===== config.mk =====
export PLATFORM = sky130hd
export DESIGN_NAME = rst_sequencer
export DESIGN_NICKNAME = d
export VERILOG_FILES = /design/src/rtl/rst_sequencer_pkg.sv /design/src/rtl/rst_seq_sync.sv /design/src/rtl/rst_sequencer.sv
export SDC_FILE = /design/constraint.sdc
export NUM_CORES = 1
export LEC_CHECK = 0
export CORE_MARGIN = 2
export CORE_UTILIZATION = 40
export DETAILED_ROUTE_END_ITERATION = 12
export DONT_BUFFER_PORTS = 1
export GPL_TIMING_DRIVEN = 0
export MAX_ROUTING_LAYER = met4
export SLEW_MARGIN = 25
export SYNTH_ARGS = -nofsm -noshare
export SYNTH_HDL_FRONTEND = slang
export SYNTH_HIERARCHICAL = 1
export SYNTH_SLANG_ARGS = --single-unit

===== constraint.sdc =====
create_clock -name clk_i -period 2.5 [get_ports clk_i]
set_clock_uncertainty 0.2 [all_clocks]
set_input_delay 0.5 -clock clk_i [delete_from_list [all_inputs] [get_ports clk_i]]
set_output_delay 0.5 -clock clk_i [all_outputs]
set_load 0.01 [all_outputs]

===== src/rtl/rst_sequencer_pkg.sv =====
// Shared types and constants for the staged reset sequencer.
package rst_sequencer_pkg;

  typedef enum logic [1:0] {
    RstHold,
    RstPeriph,
    RstRun
  } rst_seq_state_e;

  localparam int unsigned CauseLock = 0;
  localparam int unsigned CauseExt  = 1;
  localparam int unsigned CauseSw   = 2;

  // Wide enough to hold the larger terminal count without wrapping.
  function automatic int unsigned cnt_width(int unsigned a, int unsigned b);
    return $clog2(((a > b) ? a : b) + 1);
  endfunction

endpackage


===== src/rtl/rst_seq_sync.sv =====
// Multi-flop input synchronizer with a synchronous, active-high clear to ResetValue.
module rst_seq_sync #(
  parameter int unsigned SyncStages = 2,
  parameter logic        ResetValue = 1'b0
) (
  input  logic clk_i,
  input  logic rst_i,
  input  logic d_i,
  output logic q_o
);

  logic [SyncStages-1:0] sync_q;

  always_ff @(posedge clk_i) begin
    if (rst_i) begin
      sync_q <= {SyncStages{ResetValue}};
    end else begin
      sync_q <= {sync_q[SyncStages-2:0], d_i};
    end
  end

  assign q_o = sync_q[SyncStages-1];

endmodule


===== src/rtl/rst_sequencer.sv =====
// Debounced, ordered release of peripheral then core resets from PLL lock, button and SW request.
// Define RST_SEQUENCER_CAUSE_EN to keep a sticky one-hot record of the last reset cause.
module rst_sequencer
  import rst_sequencer_pkg::*;
#(
  parameter int unsigned SyncStages     = 2,
  parameter int unsigned DebounceCycles = 1024,
  parameter int unsigned CoreDelay      = 64
) (
  input  logic       clk_i,
  input  logic       rst_i,
  input  logic       pll_locked_i,
  input  logic       ext_rst_ni,
  input  logic       sw_rst_req_i,
  output logic       rst_periph_no,
  output logic       rst_core_no,
  output logic       rst_done_o,
  output logic [2:0] rst_cause_o
);

  localparam int unsigned CntW = cnt_width(DebounceCycles, CoreDelay);
  localparam logic [CntW-1:0] DbTerm = CntW'(DebounceCycles - 1);
  localparam logic [CntW-1:0] CdTerm = CntW'(CoreDelay - 1);

  logic lock_s, btn_s, clean, fault;
  rst_seq_state_e state_q, state_d;
  logic [CntW-1:0] cnt_q, cnt_d;
  logic periph_q, periph_d, core_q, core_d, done_q, done_d;

  // Both synchronizers clear to 0: lock lost and button treated as pressed.
  rst_seq_sync #(
    .SyncStages(SyncStages),
    .ResetValue(1'b0)
  ) u_lock_sync (
    .clk_i(clk_i),
    .rst_i(rst_i),
    .d_i  (pll_locked_i),
    .q_o  (lock_s)
  );

  rst_seq_sync #(
    .SyncStages(SyncStages),
    .ResetValue(1'b0)
  ) u_btn_sync (
    .clk_i(clk_i),
    .rst_i(rst_i),
    .d_i  (ext_rst_ni),
    .q_o  (btn_s)
  );

  assign clean = lock_s & btn_s;
  assign fault = ~lock_s | ~btn_s | sw_rst_req_i;

  always_ff @(posedge clk_i) begin
    if (rst_i) begin
      state_q  <= RstHold;
      cnt_q    <= '0;
      periph_q <= 1'b0;
      core_q   <= 1'b0;
      done_q   <= 1'b0;
    end else begin
      state_q  <= state_d;
      cnt_q    <= cnt_d;
      periph_q <= periph_d;
      core_q   <= core_d;
      done_q   <= done_d;
    end
  end

  always_comb begin
    state_d = state_q;
    cnt_d   = cnt_q;
    unique case (state_q)
      RstHold: begin
        if (!clean) begin
          cnt_d = '0;
        end else if (cnt_q == DbTerm) begin
          state_d = RstPeriph;
          cnt_d   = '0;
        end else begin
          cnt_d = cnt_q + CntW'(1);
        end
      end
      RstPeriph: begin
        // A fault on the terminal-count cycle still wins over release.
        if (fault) begin
          state_d = RstHold;
          cnt_d   = '0;
        end else if (cnt_q == CdTerm) begin
          state_d = RstRun;
          cnt_d   = '0;
        end else begin
          cnt_d = cnt_q + CntW'(1);
        end
      end
      RstRun: begin
        if (fault) begin
          state_d = RstHold;
          cnt_d   = '0;
        end
      end
      default: begin
        state_d = RstHold;
        cnt_d   = '0;
      end
    endcase
  end

  // Outputs are decoded from the next state so they flop on the same edge as the state.
  always_comb begin
    periph_d = (state_d != RstHold);
    core_d   = (state_d == RstRun);
    done_d   = (state_d == RstRun);
  end

  assign rst_periph_no = periph_q;
  assign rst_core_no   = core_q;
  assign rst_done_o    = done_q;

`ifdef RST_SEQUENCER_CAUSE_EN
  logic [2:0] cause_q, cause_d;

  always_comb begin
    cause_d = cause_q;
    if ((state_q != RstHold) && (state_d == RstHold)) begin
      cause_d = '0;
      if (!lock_s) begin
        cause_d[CauseLock] = 1'b1;
      end else if (!btn_s) begin
        cause_d[CauseExt] = 1'b1;
      end else begin
        cause_d[CauseSw] = 1'b1;
      end
    end
  end

  always_ff @(posedge clk_i) begin
    if (rst_i) begin
      cause_q <= '0;
    end else begin
      cause_q <= cause_d;
    end
  end

  assign rst_cause_o = cause_q;
`else
  assign rst_cause_o = 3'b000;
`endif

endmodule


; ---- Word level (Yosys, flattened, before mapping)
; Index checks and enable logic that the tools add are counted.
[op_classes]
addsub = 1
n_mul = 0
div_mod_pow = 0
magnitude_cmp = 0
eq_ne = 6
shifts = 0
mux = 12
bitwise_logic = 5
n_reduce_logical = 2
[ops]
columns = op, n
row1 = $mux W11, 5
row2 = $pmux W11 S3, 1
row3 = $add A11 B1 Y11 const B, 1
row4 = $eq A11 B10 Y1 const B, 1
row5 = $eq A11 B6 Y1 const B, 1
row6 = $mux W2, 5
row7 = $pmux W2 S3, 1
row8 = $eq A2 B2 Y1 const B, 2
row9 = $eq A2 B1 Y1 const B, 1
row10 = $logic_not A2 Y1, 1
row11 = $ne A2 B2 Y1 const B, 1
row12 = $not A1 Y1, 2
row13 = $or A1 B1 Y1, 2
row14 = $reduce_bool A2 Y1, 1
row15 = $and A1 B1 Y1, 1
[word_totals]
regBits = 19
latch_bits = 0
ram_bits = 0
mem_bits_ro = 0
output_inout_bits = 6
mem_count = 0

; ---- Depth between registers and ports, before layout
[logic_depth]
ltp_word = 6
depth_mapped = 7
depth_no_buf = 6

; ---- By module
; The synthesis kept the hierarchy.
[by_module_without_submodules]
columns = mod, instances, cells_per_inst, area_each_um2, seq_area_each_um2
row1 = rst_sequencer, 1, 97, 817.0, 300.3
row2 = rst_seq_sync, 2, 4, 52.6, 40.0

; ---- Worst setup path before layout
; No wires, ideal clock.
[synth_timing]
path_type = register -> register
from = register cnt_q[0]
to = register cnt_q[3]
setup_ps = 117
t_arrival_ps = 1761
setup_slack_ps = 422
path_stages_with_launch = 7
path_buffers = 1
synth_period_minus_slack_ps = 2078
path_cell_list = dfxtp_1 ha_1 nand3_1 nor4_1 o32ai_2 buf_6 a22o_1
[synth_via]
elab_chain_len = 4
word_cells_on_any_way = 8
classes_between = add/sub: 1 / eq/ne: 2 / mux: 5
[synth_lines]
columns = item, line_no
row1 = "start, declared", rst_sequencer.sv:27  ; logic [CntW-1:0] cnt_q, cnt_d;
row2 = "start signal, assigned", rst_sequencer.sv:63  ; cnt_q <= cnt_d;
row3 = $add A11 B1 Y11 (tied with other cells), "rst_sequencer.sv:81, rst_sequencer.sv:93"
row4 = "$mux W11, on equally long branches", "rst_sequencer.sv:89, rst_sequencer.sv:77"
row5 = "$mux W11, on equally long branches", "rst_sequencer.sv:86, rst_sequencer.sv:75"
row6 = $pmux W11 S3 (*), rst_sequencer.sv:73  ; unique case (state_q)
; Mark *: on every way between the ends. The rest lies on a longest branch, timed or not.
; A chain may end at the register's enable or synchronous reset.

; ---- Worst setup path after layout
; Same ends and word-level chain as after synthesis.

==> flow_summary.toml <==
[status]
outcome = "finished clean"

[global_routing]
grt_pass1_vias = 683
grt_overflow = 0
grt_pass1_wl_mm = 2.84
antenna_found_initial = 0
grt_use_total = 0.150
grt_max_degree = 11

[drt]
drc = 0
vias = 738
viasPerCell = 5.31
ant_nets = 0
first_iter_violations = 16
dr.pass1.iters = 4
wl_per_cell_um = 11.9
wirelength_mm = 1.66

[setup_path]
cp.buffers_inverters = 1
crit_path_start_kind = "flip-flop"
required_ps = 2500
critPathMaxStageDelay_ps = 430
crit_slowest_cell = "nor4_2"
crit_path_cell_trace = "ha_1, nand3_1, nor4_2, o32ai_2, buf_6, a22o_1"
crit_path_max_fanout = 10
r2r_slack_ps = 310
rr_worst_depth = 6
timing.rr.start = "cnt_q[0]$_SDFFE_PP0P_"
crit_arrival_ps = 2180
cp-end-kind = "flip-flop"
cp_top_family = "simple AND/OR/NAND/NOR gates"
worst-setup-path-type = "reg -> reg"
rr_endpoint = "cnt_q[3]$_SDFFE_PP0P_"

[power_and_ir_drop]
clockPowerShare = 0.320
p_int_uw = 377
p_leak_uw = 0.000390
pwr-share-comb = 0.035
p_sw_uw = 102
p_sw_frac = 0.212
pwr_density_cell_nw_per_um2 = 480
ir_drop_v = 0.000286
seq_power_share = 0.645

[timing]
fin_crit_sh = 0.875
worst_pin_slew_ps = 898
period_needed_ps = 2190
slew_violations = 0
max_freq_ghz = 0.457
fin_ws_ps = 312
setup_tns_ps = 0
setup_viol = 0
rsz0062_at_grt = "false"
relSlewSlack = 0.393
hold_viol = 0

[min_path]
hp-start = "rst_i"
holdPathEnd = "u_btn_sync/sync_q[1]$_SDFF_PP0_"
hold_depth = 1
hp-class = "in -> reg"

[synthesis]
ys_ff_latch = 19
synth_cell_type_count = 36
synth_edf_count = 0
synthFlopType = "dfxtp_1"
synth_area_um2 = 922
syn_area_per_cell_um2 = 8.78
synthArstFlopShare = 0
synth_cells = 105
ys_seq_area_frac = 0.412
synth_warnings = 6

[die]
io_pins = 11
die_area_um2 = 2710
rows = 17
start_util = 0.421
chipWidth_um = 52.0
die_h_um = 52.0
core_area_um2 = 2190

[placed_design]
dp_worst_setup_slack_ps = 160
port_buffers = 0
dpl.hpwl_mm = 1.22
gp_congestion = 0.743

[clocking]
clkTransAtPathRegs_ps = 100
ctsLongestPathBuffers = 2
cts.sinks = 19
worstSkewPairLatency_ps = 290
cts_setup_buffers = 0
cts_buffers = 3
cts-root-buf = "clkbuf_4"
cts_tree = "done"
htree_levels = 1
post_cts_resized = 0
hold_buffers = 0

[finish]
drive_above_1_share = 0.153
n_antenna_cell = 0
nets = 118
synthToLayoutAreaGrowth_pct = 8.14

[flow_run]
drv_cap = 0
[power groups by stage]
stage	clock network [uW]	logic [uW]	registers, uW
6_report	153	16.8	309
5_1_grt	169	19.1	309
4_1_cts	160	16.9	309
3_5_place_dp	0	16.8	316
3_3_place_gp	0	16.6	316
2_1_floorplan	0	15.2	315
[cells in the final DEF, fill, tap and decap left out, types with 2 or more instances in the layout]
cell type and n:
nand2b_1 2, a22o_1 3, buf_4 4, nor2b_1 5, a21oi_1 7, nor3_1 3, dfxtp_1 19, nand3b_1 3
nand2_1 11, o21ai_0 3, clkbuf_4 3, conb_1 3, clkbuf_1 2, nand3_1 4, or2_2 2, a31oi_1 4
nor2_1 10, a21o_1 4
[cells by family (layout without fill, tap and decap cells)]
logic type      count (synthesis)  in the layout  share of synthesized area
other cells                     1              3                    0.00407
buf+inv                         7             11                     0.0529
fa+ha+maj                       1              1                     0.0136
compound gates                 24             24                      0.175
simple gates                   51             51                      0.322
mux                             1              1                     0.0109
xor+xnor                        1              1                    0.00950
flops                          19             19                      0.412
[metrics by stage]
stage	util	total power, uW	hold slack, ps	cells	cell area, um2
final	0.455	479	57.8	139	997
after global routing	0.455	497	42.0	139	997
after CTS	0.452	485	51.3	139	991
after detailed placement	0.440	333	226	135	965
after global placement	0.440	332	218	135	965
after floorplan	-	330	214	107	930
[synth_stat cells, types with 2 or more instances]
master | count | share of area
a21o_1 | 4 | 0.033
a21oi_1 | 7 | 0.038
a22o_1 | 3 | 0.028
a31oi_1 | 4 | 0.027
buf_4 | 4 | 0.033
dfxtp_1 | 19 | 0.41
nand2_1 | 11 | 0.045
nand2b_1 | 2 | 0.014
nand3_1 | 4 | 0.022
nand3b_1 | 3 | 0.024
nor2_1 | 10 | 0.041
nor2b_1 | 5 | 0.034
nor3_1 | 3 | 0.016
o21ai_0 | 3 | 0.016
or2_2 | 2 | 0.014
[layer usage]
metal | up-vias | wire, um | global-route usage
li1 | 385 | - | -
met1 | 336 | 860 | 0.188
met2 | 13 | 721 | 0.226
met3 | 4 | 54 | 0.0345
met4 | 0 | 24 | 0.0789
met5 | - | 0 | -
[flip-flops by register name, summed over array words and instances, names as in the netlist]
signal              count
u_btn_sync/sync_q       2
rst_done_o              1
rst_periph_no           1
cnt_q                  11
state_q                 2
u_lock_sync/sync_q      2
[cell type report]
cell class	instances	area (um2)
multi-input cells	81	507
flip-flops and latches	19	380
fillers	225	1190
inverters	1	3.75
plain buffers	6	45.0
well taps	28	35.0
clock buffers	4	26.3
[how the worst max path moves through the flow]
stage	slack, ps	start	cells past startpoint	end
3_3_place_gp	180	cnt_q[0]$_SDFFE_PP0P_	6	cnt_q[7]$_SDFFE_PP0P_
2_1_floorplan	420	cnt_q[0]$_SDFFE_PP0P_	6	cnt_q[3]$_SDFFE_PP0P_
4_1_cts	140	cnt_q[0]$_SDFFE_PP0P_	6	cnt_q[5]$_SDFFE_PP0P_
5_1_grt	140	cnt_q[0]$_SDFFE_PP0P_	7	cnt_q[4]$_SDFFE_PP0P_
3_5_place_dp	160	cnt_q[0]$_SDFFE_PP0P_	6	cnt_q[3]$_SDFFE_PP0P_
6_report	310	cnt_q[0]$_SDFFE_PP0P_	6	cnt_q[3]$_SDFFE_PP0P_
(Power assumes the default switching activity.)
